### src/rtl/pattern_sweep_capture.sv
// Exhaustive input sweep generator with a valid/ready capture stream of {vector, response} pairs.
// Define SWEEP_MISR_EN to fold the sweep into a MISR signature; otherwise signature is tied to 0.
module pattern_sweep_capture #(
  parameter int unsigned N_WIDTH   = 8,
  parameter int unsigned OUT_WIDTH = 1,
  parameter int unsigned DWELL     = 1,
  parameter int unsigned SIG_WIDTH = 16,
  parameter logic [SIG_WIDTH-1:0] SIG_POLY = 16'h1021
) (
  input  logic                 CK,
  input  logic                 reset,
  input  logic                 start,
  input  logic [1:0]           mode,
  output logic [N_WIDTH-1:0]   N,
  input  logic [OUT_WIDTH-1:0] dut_out,
  output logic                 cap_valid,
  input  logic                 cap_ready,
  output logic [N_WIDTH-1:0]   cap_vec,
  output logic [OUT_WIDTH-1:0] cap_resp,
  output logic                 busy,
  output logic                 done,
  output logic [SIG_WIDTH-1:0] signature
);

  localparam int unsigned CntW = (DWELL > 1) ? $clog2(DWELL) : 1;
  localparam logic [CntW-1:0] CntLast = CntW'(DWELL - 1);

  typedef enum logic [1:0] {StIdle, StApply, StHold, StDone} state_e;

  state_e                state_q, state_d;
  logic [N_WIDTH:0]      idx_q, idx_d;
  logic [CntW-1:0]       cnt_q, cnt_d;
  logic [1:0]            mode_q, mode_d;
  logic [N_WIDTH-1:0]    cap_vec_q, cap_vec_d;
  logic [OUT_WIDTH-1:0]  cap_resp_q, cap_resp_d;
  logic [N_WIDTH-1:0]    idx_lo;
  logic [N_WIDTH-1:0]    vec;
  logic                  sweep_start;
  logic                  handshake;

  assign idx_lo = idx_q[N_WIDTH-1:0];

  always_comb begin
    case (mode_q)
      2'b01:   vec = idx_lo ^ (idx_lo >> 1);
      2'b10:   vec = ~idx_lo;
      default: vec = idx_lo;
    endcase
  end

  assign sweep_start = ((state_q == StIdle) || (state_q == StDone)) && start;
  assign handshake   = (state_q == StHold) && cap_ready;

  always_comb begin
    state_d    = state_q;
    idx_d      = idx_q;
    cnt_d      = cnt_q;
    mode_d     = mode_q;
    cap_vec_d  = cap_vec_q;
    cap_resp_d = cap_resp_q;
    case (state_q)
      StIdle, StDone: begin
        if (start) begin
          mode_d  = mode;
          idx_d   = '0;
          cnt_d   = '0;
          state_d = StApply;
        end
      end
      StApply: begin
        if (cnt_q == CntLast) begin
          cap_vec_d  = vec;
          cap_resp_d = dut_out;
          cnt_d      = '0;
          state_d    = StHold;
        end else begin
          cnt_d = cnt_q + 1'b1;
        end
      end
      StHold: begin
        if (cap_ready) begin
          idx_d   = idx_q + 1'b1;
          state_d = (idx_lo == '1) ? StDone : StApply;
        end
      end
      default: state_d = StIdle;
    endcase
  end

  always_ff @(posedge CK) begin
    if (reset) begin
      state_q    <= StIdle;
      idx_q      <= '0;
      cnt_q      <= '0;
      mode_q     <= 2'b00;
      cap_vec_q  <= '0;
      cap_resp_q <= '0;
    end else begin
      state_q    <= state_d;
      idx_q      <= idx_d;
      cnt_q      <= cnt_d;
      mode_q     <= mode_d;
      cap_vec_q  <= cap_vec_d;
      cap_resp_q <= cap_resp_d;
    end
  end

  assign N         = vec;
  assign cap_valid = (state_q == StHold);
  assign cap_vec   = cap_vec_q;
  assign cap_resp  = cap_resp_q;
  assign busy      = (state_q == StApply) || (state_q == StHold);
  assign done      = (state_q == StDone);

`ifdef SWEEP_MISR_EN
  logic [SIG_WIDTH-1:0] sig_q, sig_d;
  logic [SIG_WIDTH-1:0] pair_ext;

  always_comb begin
    pair_ext = '0;
    pair_ext[N_WIDTH+OUT_WIDTH-1:0] = {cap_vec_q, cap_resp_q};
    sig_d = sig_q;
    if (sweep_start) begin
      sig_d = '0;
    end else if (handshake) begin
      sig_d = (sig_q << 1) ^ (sig_q[SIG_WIDTH-1] ? SIG_POLY : '0) ^ pair_ext;
    end
  end

  always_ff @(posedge CK) begin
    if (reset) begin
      sig_q <= '0;
    end else begin
      sig_q <= sig_d;
    end
  end

  assign signature = sig_q;
`else
  assign signature = '0;
`endif

endmodule

### config.mk
export PLATFORM = sky130hd
export DESIGN_NAME = pattern_sweep_capture
export DESIGN_NICKNAME = d
export VERILOG_FILES = /design/src/rtl/pattern_sweep_capture.sv
export SDC_FILE = /design/constraint.sdc
export NUM_CORES = 1
export LEC_CHECK = 0
export CAP_MARGIN = 20
export CORE_ASPECT_RATIO = 0.75
export CORE_MARGIN = 3
export CORE_UTILIZATION = 39
export CTS_BUF_LIST = sky130_fd_sc_hd__clkbuf_4
export CTS_CLUSTER_SIZE = 28
export DETAILED_ROUTE_END_ITERATION = 12
export GPL_TIMING_DRIVEN = 0
export PLACE_DENSITY = 0.68
export SLEW_MARGIN = 20
export SYNTH_ARGS = -nofsm -noshare
export SYNTH_HDL_FRONTEND = slang
export SYNTH_SLANG_ARGS = --single-unit
### constraint.sdc
create_clock -name CK -period 2.2 [get_ports CK]
set_input_delay 0.22 -clock CK [delete_from_list [all_inputs] [get_ports CK]]
set_output_delay 0.22 -clock CK [all_outputs]
set_load 0.005 [all_outputs]
==> summary.txt, run 1 <==
RUN STATUS
--------------------------------------------------------------------------------------
Outcome ................................................................. finished clean

FINISH
--------------------------------------------------------------------------------------
Highest-count cells in the layout ignoring fill and taps ................ sky130_fd_sc_hd__clkdlybuf4s50_1, sky130_fd_sc_hd__buf_4, sky130_fd_sc_hd__dfxtp_1, sky130_fd_sc_hd__conb_1, sky130_fd_sc_hd__inv_1
Final layout net count ..................................................          233
Post-synthesis to final-layout area growth ..............................        33.4%
Final non-filler cell area ..............................................    1960 um^2
Fillers .................................................................          326
Layout cells sized above 1 ..............................................        21.6%
Most frequent standard cell in the layout excluding fill and tap cells .. sky130_fd_sc_hd__clkdlybuf4s50_1
Number of diodes added for antenna fixing ...............................            0

ROUTE
--------------------------------------------------------------------------------------
Met3 layer wire length in the routed design .............................       195 um
Number of iterations in the first detailed-routing pass .................            4
Final antenna-violating net count .......................................            0
Total length of routed wires ............................................      3.56 mm
Average via count per standard cell .....................................         4.99
DRT iter0 DRCs ..........................................................           63
Drt wl/cell .............................................................      13.5 um
Residual DRC count ......................................................            0
Top routing layer used ..................................................         met4
Post-route met1 wirelength ..............................................      1.68 mm
Via count ...............................................................        1,313
Total met2 wirelength after detailed routing ............................      1.66 mm

WORST SETUP PATH
--------------------------------------------------------------------------------------
Crit start category .....................................................    flip-flop
CP Data Arrival Time ....................................................      1.86 ns
Req. time, crit path ....................................................      1.98 ns
Crit path capture type ..................................................  output port
Crit Path Category ......................................................   reg -> out
Highest fanout seen on the critical path ................................            8

SYNTH
--------------------------------------------------------------------------------------
Sequential-to-total area share from yosys stat ..........................        28.6%
Gate Count Post-Synth ...................................................          169
Synth top area share ....................................................        28.6%
Total number of yosys warnings ..........................................            0
Cell types with the largest area share after synthesis .................. sky130_fd_sc_hd__dfxtp_1, sky130_fd_sc_hd__ha_1, sky130_fd_sc_hd__buf_4
Number of storage elements in the synthesis netlist .....................           21
Post-synth cell types ...................................................           35
Mapped Area .............................................................    1470 um^2
Mean instance size in the synthesized netlist ...........................    8.68 um^2
Cell taking the most area after synthesis ............................... sky130_fd_sc_hd__dfxtp_1

STA
--------------------------------------------------------------------------------------
Peak clock frequency supported by timing ................................      481 MHz
Final count of negative-setup-slack endpoints ...........................            0
RSZ-0062 raised after global routing ....................................           no
Final cycle utilization of the critical path ............................        94.6%
Final-report hold violation count .......................................            0
Setup TNS ...............................................................         0 ns
Total count of max-transition violations in the final report ............            0
Measured slew at the worst slew-check pin ...............................     0.517 ns
Final period demand of the worst path ...................................      2.08 ns
Fin Clk Skew ............................................................   0.00783 ns
Slew headroom ...........................................................        65.5%

FLOORPLANNING
--------------------------------------------------------------------------------------
Chip height .............................................................      59.1 um
Width of the die ........................................................      76.8 um
Area of the placeable core ..............................................    3450 um^2
Overall die area ........................................................    4540 um^2
Top-level port count ....................................................           43
Count of standard-cell rows .............................................           18
Starting utilization of the core area ...................................        42.6%

CLOCKING
--------------------------------------------------------------------------------------
Total clock buffers created by CTS ......................................            3
Clock latency on the worst-skew pair ....................................      0.31 ns
Buffer cell driving the clock tree root ................................. sky130_fd_sc_hd__clkbuf_4
Post-CTS Hold Fix Bufs ..................................................            0
H-Tree Level Count ......................................................            1
Clock tree from TritonCTS ...............................................        built
Clock slew at the register clock pins of the worst setup and hold paths .      0.12 ns
Clock Sinks .............................................................           21
CTS max path bufs .......................................................            2

GLOBAL ROUTE
--------------------------------------------------------------------------------------
Maximum number of pins on one net before global-route repair ............           12
Antenna violations before repair ........................................            0
Wire length of the first global-routing pass ............................      6.10 mm
Global router's overall resource usage ..................................        16.8%
Total gr overflow .......................................................            0
Via count of the first global-routing pass ..............................        1,311

PLACEMENT
--------------------------------------------------------------------------------------
Detailed placer's ending HPWL ...........................................      2.71 mm
Quantity of I/O buffers inserted on ports ...............................           25
Placed inst area ........................................................    1840 um^2
Final weighted congestion in routability-driven placement ...............        0.872

HOLD PATH
--------------------------------------------------------------------------------------
Class of the tightest hold or removal check .............................    in -> reg

RUN
--------------------------------------------------------------------------------------
Maximum capacitance violations ..........................................            0

POWER
--------------------------------------------------------------------------------------
Leakage power ...........................................................     0.851 nW
Post-route total power ..................................................      1.03 mW
IR Drop Worst-Case VDD ..................................................       285 uV
Power Dens Cells ........................................................  524 nW/um^2

## flip-flops by register name (all words and copies together) (netlist names)
signal	flops
state_q	2
mode_q	2
cap_resp	1
idx_q	8
cap_vec	8
## timing repair
action	CTS	global route
cloned	0	0
buffers inserted	1	2
pin swaps	0	2
resized for setup	14	4
endpoints found under the setup margin	8	8
## logic make-up after synthesis
kind of cell    count (synthesis)  share of synthesized area [%]
other cells                     1                          0.256
mux                             6                           4.09
compound gates                 33                           17.2
flops                          21                           28.6
buf+inv                        40                           15.9
simple gates                   56                           23.7
fa+ha+maj                      12                           10.2
## power breakdown
group,switching [mW],internal [mW],leakage [nW]
sequential,0.0137,0.400,0.171
clock,0.125,0.0833,0.0184
combinational,0.195,0.209,0.662
total,0.334,0.692,0.851
## path summary, 6_finish.rpt
path / from / end / slack, ns / cells past startpoint
setup / recovery: mode_q[0] / N[4] / 0.12 / 5
hold reg to reg: cap_vec[7] / cap_vec[7] / 0.48 / 2
setup reg to reg: state_q[0] / idx_q[4] / 0.42 / 7
hold / removal: reset / cap_vec[1] / 0.25 / 2
## per-stage QoR
stage	hold WS, ns	setup slack (ns)	std cells	util, %
after floorplan	0.367	0.610	184	-
after global routing	0.293	0.00527	263	56.8
after CTS	0.248	0.0121	262	56.2
after global placement	0.459	0.108	259	53.3
after detailed placement	0.469	0.0652	259	53.3
final	0.250	0.120	263	56.8
## critical path: stages, from the launching register on
cell and delay [ns]:
sky130_fd_sc_hd__dfxtp_2 0.34, sky130_fd_sc_hd__buf_4 0.13, sky130_fd_sc_hd__ha_2 0.26, sky130_fd_sc_hd__a221oi_2 0.27
sky130_fd_sc_hd__nor2_1 0.08, sky130_fd_sc_hd__clkdlybuf4s50_1 0.45
## per-layer routing
metal  global-route usage (%)  vias up
li1                         -      660
met1                     21.1      615
met2                     28.5       34
met3                     4.86        4
met4                     4.65        0
met5                        0        -
## final cells by class
| type | instances | area (um^2) | share of cell area [%] |
|---|---|---|---|
| buffer | 24 | 171 | 8.75 |
| clock buffer | 4 | 30.0 | 1.53 |
| inverter | 13 | 48.8 | 2.49 |
| multi-input combinational | 123 | 930 | 47.5 |
| sequential | 21 | 423 | 21.6 |
| tap | 50 | 62.6 | 3.19 |
| timing repair buffer | 28 | 293 | 15.0 |
## cell usage after synthesis
library cell                 n
sky130_fd_sc_hd__or3b_1      1
sky130_fd_sc_hd__o2111ai_1   2
sky130_fd_sc_hd__nor2b_4     2
sky130_fd_sc_hd__nand2b_1    8
sky130_fd_sc_hd__buf_6       2
sky130_fd_sc_hd__nand3_1    11
sky130_fd_sc_hd__o31ai_1     3
sky130_fd_sc_hd__nand3b_1    2
sky130_fd_sc_hd__nand2_1     8
sky130_fd_sc_hd__a31oi_1     1
sky130_fd_sc_hd__ha_1       12
sky130_fd_sc_hd__or4_1       1
sky130_fd_sc_hd__buf_4      17
sky130_fd_sc_hd__and3_1      1
sky130_fd_sc_hd__nor2_1      9
sky130_fd_sc_hd__a221oi_1    7
sky130_fd_sc_hd__nor4b_1     1
sky130_fd_sc_hd__o32ai_1     7
sky130_fd_sc_hd__dfxtp_1    21
sky130_fd_sc_hd__mux2i_1     6
sky130_fd_sc_hd__nor4_2      2
sky130_fd_sc_hd__o21ai_0     1
sky130_fd_sc_hd__o41ai_1     1
sky130_fd_sc_hd__conb_1      1
sky130_fd_sc_hd__o211ai_2    1
sky130_fd_sc_hd__o21ai_1     1
sky130_fd_sc_hd__inv_1      13
sky130_fd_sc_hd__a21oi_1     7
sky130_fd_sc_hd__nor2b_1     7
sky130_fd_sc_hd__clkbuf_1    5
sky130_fd_sc_hd__buf_2       3
sky130_fd_sc_hd__nor4b_2     2
sky130_fd_sc_hd__o211ai_1    1
sky130_fd_sc_hd__a21bo_1     1
sky130_fd_sc_hd__or3_1       1
No activity file was read; power rests on OpenSTA's default activity.
==> inputs of run 2 (changes only) <==
Settings changed: RECOVER_POWER from default to 50.
==> run 2 against run 1 <==
Via count about the same; final area down 1.1%; final cell count unchanged; maximum frequency up 0.12%; combinational power down 4%.
==> summary.txt, run 2 (synthesized netlist as in run 1, its figures left out) <==
HOLD PATH
--------------------------------------------------------------------------------------
Class of the tightest hold or removal check .............................    in -> reg

RUN STATUS
--------------------------------------------------------------------------------------
Outcome ................................................................. finished clean

WORST SETUP PATH
--------------------------------------------------------------------------------------
Highest fanout seen on the critical path ................................            8   unchanged
Crit path capture type ..................................................  output port
Crit start category .....................................................    flip-flop
Req. time, crit path ....................................................      1.98 ns   about the same
Crit Path Category ......................................................   reg -> out
Startpoint of the lowest-slack register-to-register path ................   state_q[0]
Reg-to-reg critical path endpoint .......................................     idx_q[6]
Worst setup endpoint ....................................................         N[4]
Worst Setup SP ..........................................................    mode_q[0]
Worst r2r path cells ....................................................            7   unchanged
CP Data Arrival Time ....................................................      1.86 ns   about the same
Flop2flop setup slack ...................................................      0.15 ns   -0.27 ns

STA
--------------------------------------------------------------------------------------
Measured slew at the worst slew-check pin ...............................     0.513 ns   -0.00367 ns
Total count of max-transition violations in the final report ............            0   unchanged
Peak clock frequency supported by timing ................................      481 MHz   +0.12%
Final-report hold violation count .......................................            0   unchanged
Final period demand of the worst path ...................................      2.08 ns   -0.00242 ns
Final cycle utilization of the critical path ............................        94.5%   -0.11 points
Setup TNS ...............................................................         0 ns   unchanged
Worst Slack Setup Final .................................................     0.122 ns   +0.00242 ns
Slew headroom ...........................................................        65.8%   +0.24 points
Final count of negative-setup-slack endpoints ...........................            0   unchanged
Fin Clk Skew ............................................................   0.00783 ns   +0.00000458 ns
RSZ-0062 raised after global routing ....................................           no

GLOBAL ROUTE
--------------------------------------------------------------------------------------
Maximum number of pins on one net before global-route repair ............           12   unchanged
Wire length of the first global-routing pass ............................      6.10 mm   unchanged
Via count of the first global-routing pass ..............................        1,311   unchanged
Global router's overall resource usage ..................................        16.8%   unchanged
Antenna violations before repair ........................................            0   unchanged
Total gr overflow .......................................................            0   unchanged

ROUTE
--------------------------------------------------------------------------------------
Via count ...............................................................        1,312   -0.076%
DRT iter0 DRCs ..........................................................           60   -4.8%
Number of iterations in the first detailed-routing pass .................            4   unchanged
Residual DRC count ......................................................            0   unchanged
Drt wl/cell .............................................................      13.6 um   +0.56%
Total length of routed wires ............................................      3.58 mm   +0.56%
Final antenna-violating net count .......................................            0   unchanged
Average via count per standard cell .....................................         4.99   about the same

POWER
--------------------------------------------------------------------------------------
Power Dens Cells ........................................................  521 nW/um^2   -0.57%
Leakage power ...........................................................     0.872 nW   +2.4%
IR Drop Worst-Case VDD ..................................................       285 uV   -0.21%

PLACEMENT
--------------------------------------------------------------------------------------
Detailed placer's ending HPWL ...........................................      2.71 mm   unchanged
Quantity of I/O buffers inserted on ports ...............................           25   unchanged
Final weighted congestion in routability-driven placement ...............        0.872   unchanged
Placement-stage worst setup slack .......................................    0.0652 ns   unchanged

CLOCKING
--------------------------------------------------------------------------------------
Clock slew at the register clock pins of the worst setup and hold paths .      0.12 ns   about the same
Clock Sinks .............................................................           21   unchanged
Total clock buffers created by CTS ......................................            3   unchanged
H-Tree Level Count ......................................................            1   unchanged
Clock latency on the worst-skew pair ....................................      0.31 ns   about the same
Buffer cell driving the clock tree root ................................. sky130_fd_sc_hd__clkbuf_4
CTS max path bufs .......................................................            2   unchanged
Clock tree from TritonCTS ...............................................        built

FINISH
--------------------------------------------------------------------------------------
Highest-count cells in the layout ignoring fill and taps ................ sky130_fd_sc_hd__buf_4, sky130_fd_sc_hd__dfxtp_1, sky130_fd_sc_hd__conb_1, sky130_fd_sc_hd__inv_1, sky130_fd_sc_hd__clkdlybuf4s50_1
Layout cells sized above 1 ..............................................        20.2%   -1.4 points
Post-synthesis to final-layout area growth ..............................        32.0%
Number of diodes added for antenna fixing ...............................            0   unchanged
Final layout net count ..................................................          233   unchanged

FLOORPLANNING
--------------------------------------------------------------------------------------
Area of the placeable core ..............................................    3450 um^2   unchanged
Overall die area ........................................................    4540 um^2   unchanged
Width of the die ........................................................      76.8 um   unchanged
Count of standard-cell rows .............................................           18   unchanged
Starting utilization of the core area ...................................        42.6%   unchanged
Chip height .............................................................      59.1 um   unchanged
Top-level port count ....................................................           43   unchanged

RUN
--------------------------------------------------------------------------------------
Maximum capacitance violations ..........................................            0   unchanged

==> run 2: changes by cell type in the layout (fill, tap and decap cells not counted), sizes merged <==
cell           before  now
buf                24   23
clkdlybuf4s50      22   12
clkbuf              7    8
dlygate4sd3         0   10
==> run 2: worst max-delay path: stages, from the launching register on <==
cell	delay, ns
sky130_fd_sc_hd__dfxtp_2	0.34
sky130_fd_sc_hd__buf_4	0.13
sky130_fd_sc_hd__ha_2	0.26
sky130_fd_sc_hd__a221oi_2	0.27
sky130_fd_sc_hd__nor2_1	0.08
sky130_fd_sc_hd__clkdlybuf4s50_1	0.45
==> run 2: metrics by stage <==
stage	util, %	std cells	cell area [um^2]	hold slack [ns]	power, mW
floorplan	-	184	1520	0.367	0.650
global placement	53.3	259	1840	0.459	0.786
detailed placement	53.3	259	1840	0.469	0.792
CTS	56.2	262	1940	0.248	1.03
global route	56.2	263	1940	0.293	1.07
finish	56.2	263	1940	0.256	1.01
==> run 2: cell type report <==
| cell class | count | area (um^2) |
|---|---|---|
| plain buffers | 24 | 164 |
| clock buffers | 4 | 30.0 |
| fillers | 330 | 1510 |
| inverters | 13 | 48.8 |
| multi-input cells | 123 | 916 |
| flip-flops and latches | 21 | 423 |
| well taps | 50 | 62.6 |
| repair buffers | 28 | 293 |
==> run 2: repair_timing <==
item / in CTS / in global routing
hold buffers: 0 / 0
hold endpoints to repair: 0 / 0
endpoints found under the setup margin: 8 / 8
buffers inserted: 1 / 2
gates resized for setup: 14 / 4
pin swaps: 0 / 2
==> run 2: report_power, final <==
part / total, mW / internal, mW / leakage, nW / switching [mW]
Clock: 0.207 / 0.0832 / 0.0184 / 0.123
Sequential: 0.413 / 0.400 / 0.171 / 0.0133
Combinational: 0.389 / 0.197 / 0.682 / 0.192
Total: 1.01 / 0.680 / 0.872 / 0.329
==> run 2: how the worst min path moves through the flow <==
stage | startpoint | to | slack (ns) | depth (start not counted)
6_report | reset | cap_vec[1] | 0.26 | 2
5_1_grt | reset | cap_vec[2] | 0.29 | 2
4_1_cts | reset | cap_vec[1] | 0.25 | 2
3_5_place_dp | cap_vec[7] | cap_vec[7] | 0.47 | 2
3_3_place_gp | cap_vec[7] | cap_vec[7] | 0.46 | 2
2_1_floorplan | dut_out | cap_resp | 0.37 | 2
==> run 2: routing by layer <==
metal,vias to the layer above,wire [um],GRT usage (%)
met5,-,0,0
met4,0,10,4.65
met3,2,192,4.86
met2,36,1660,28.5
met1,614,1710,21.1
li1,660,-,-
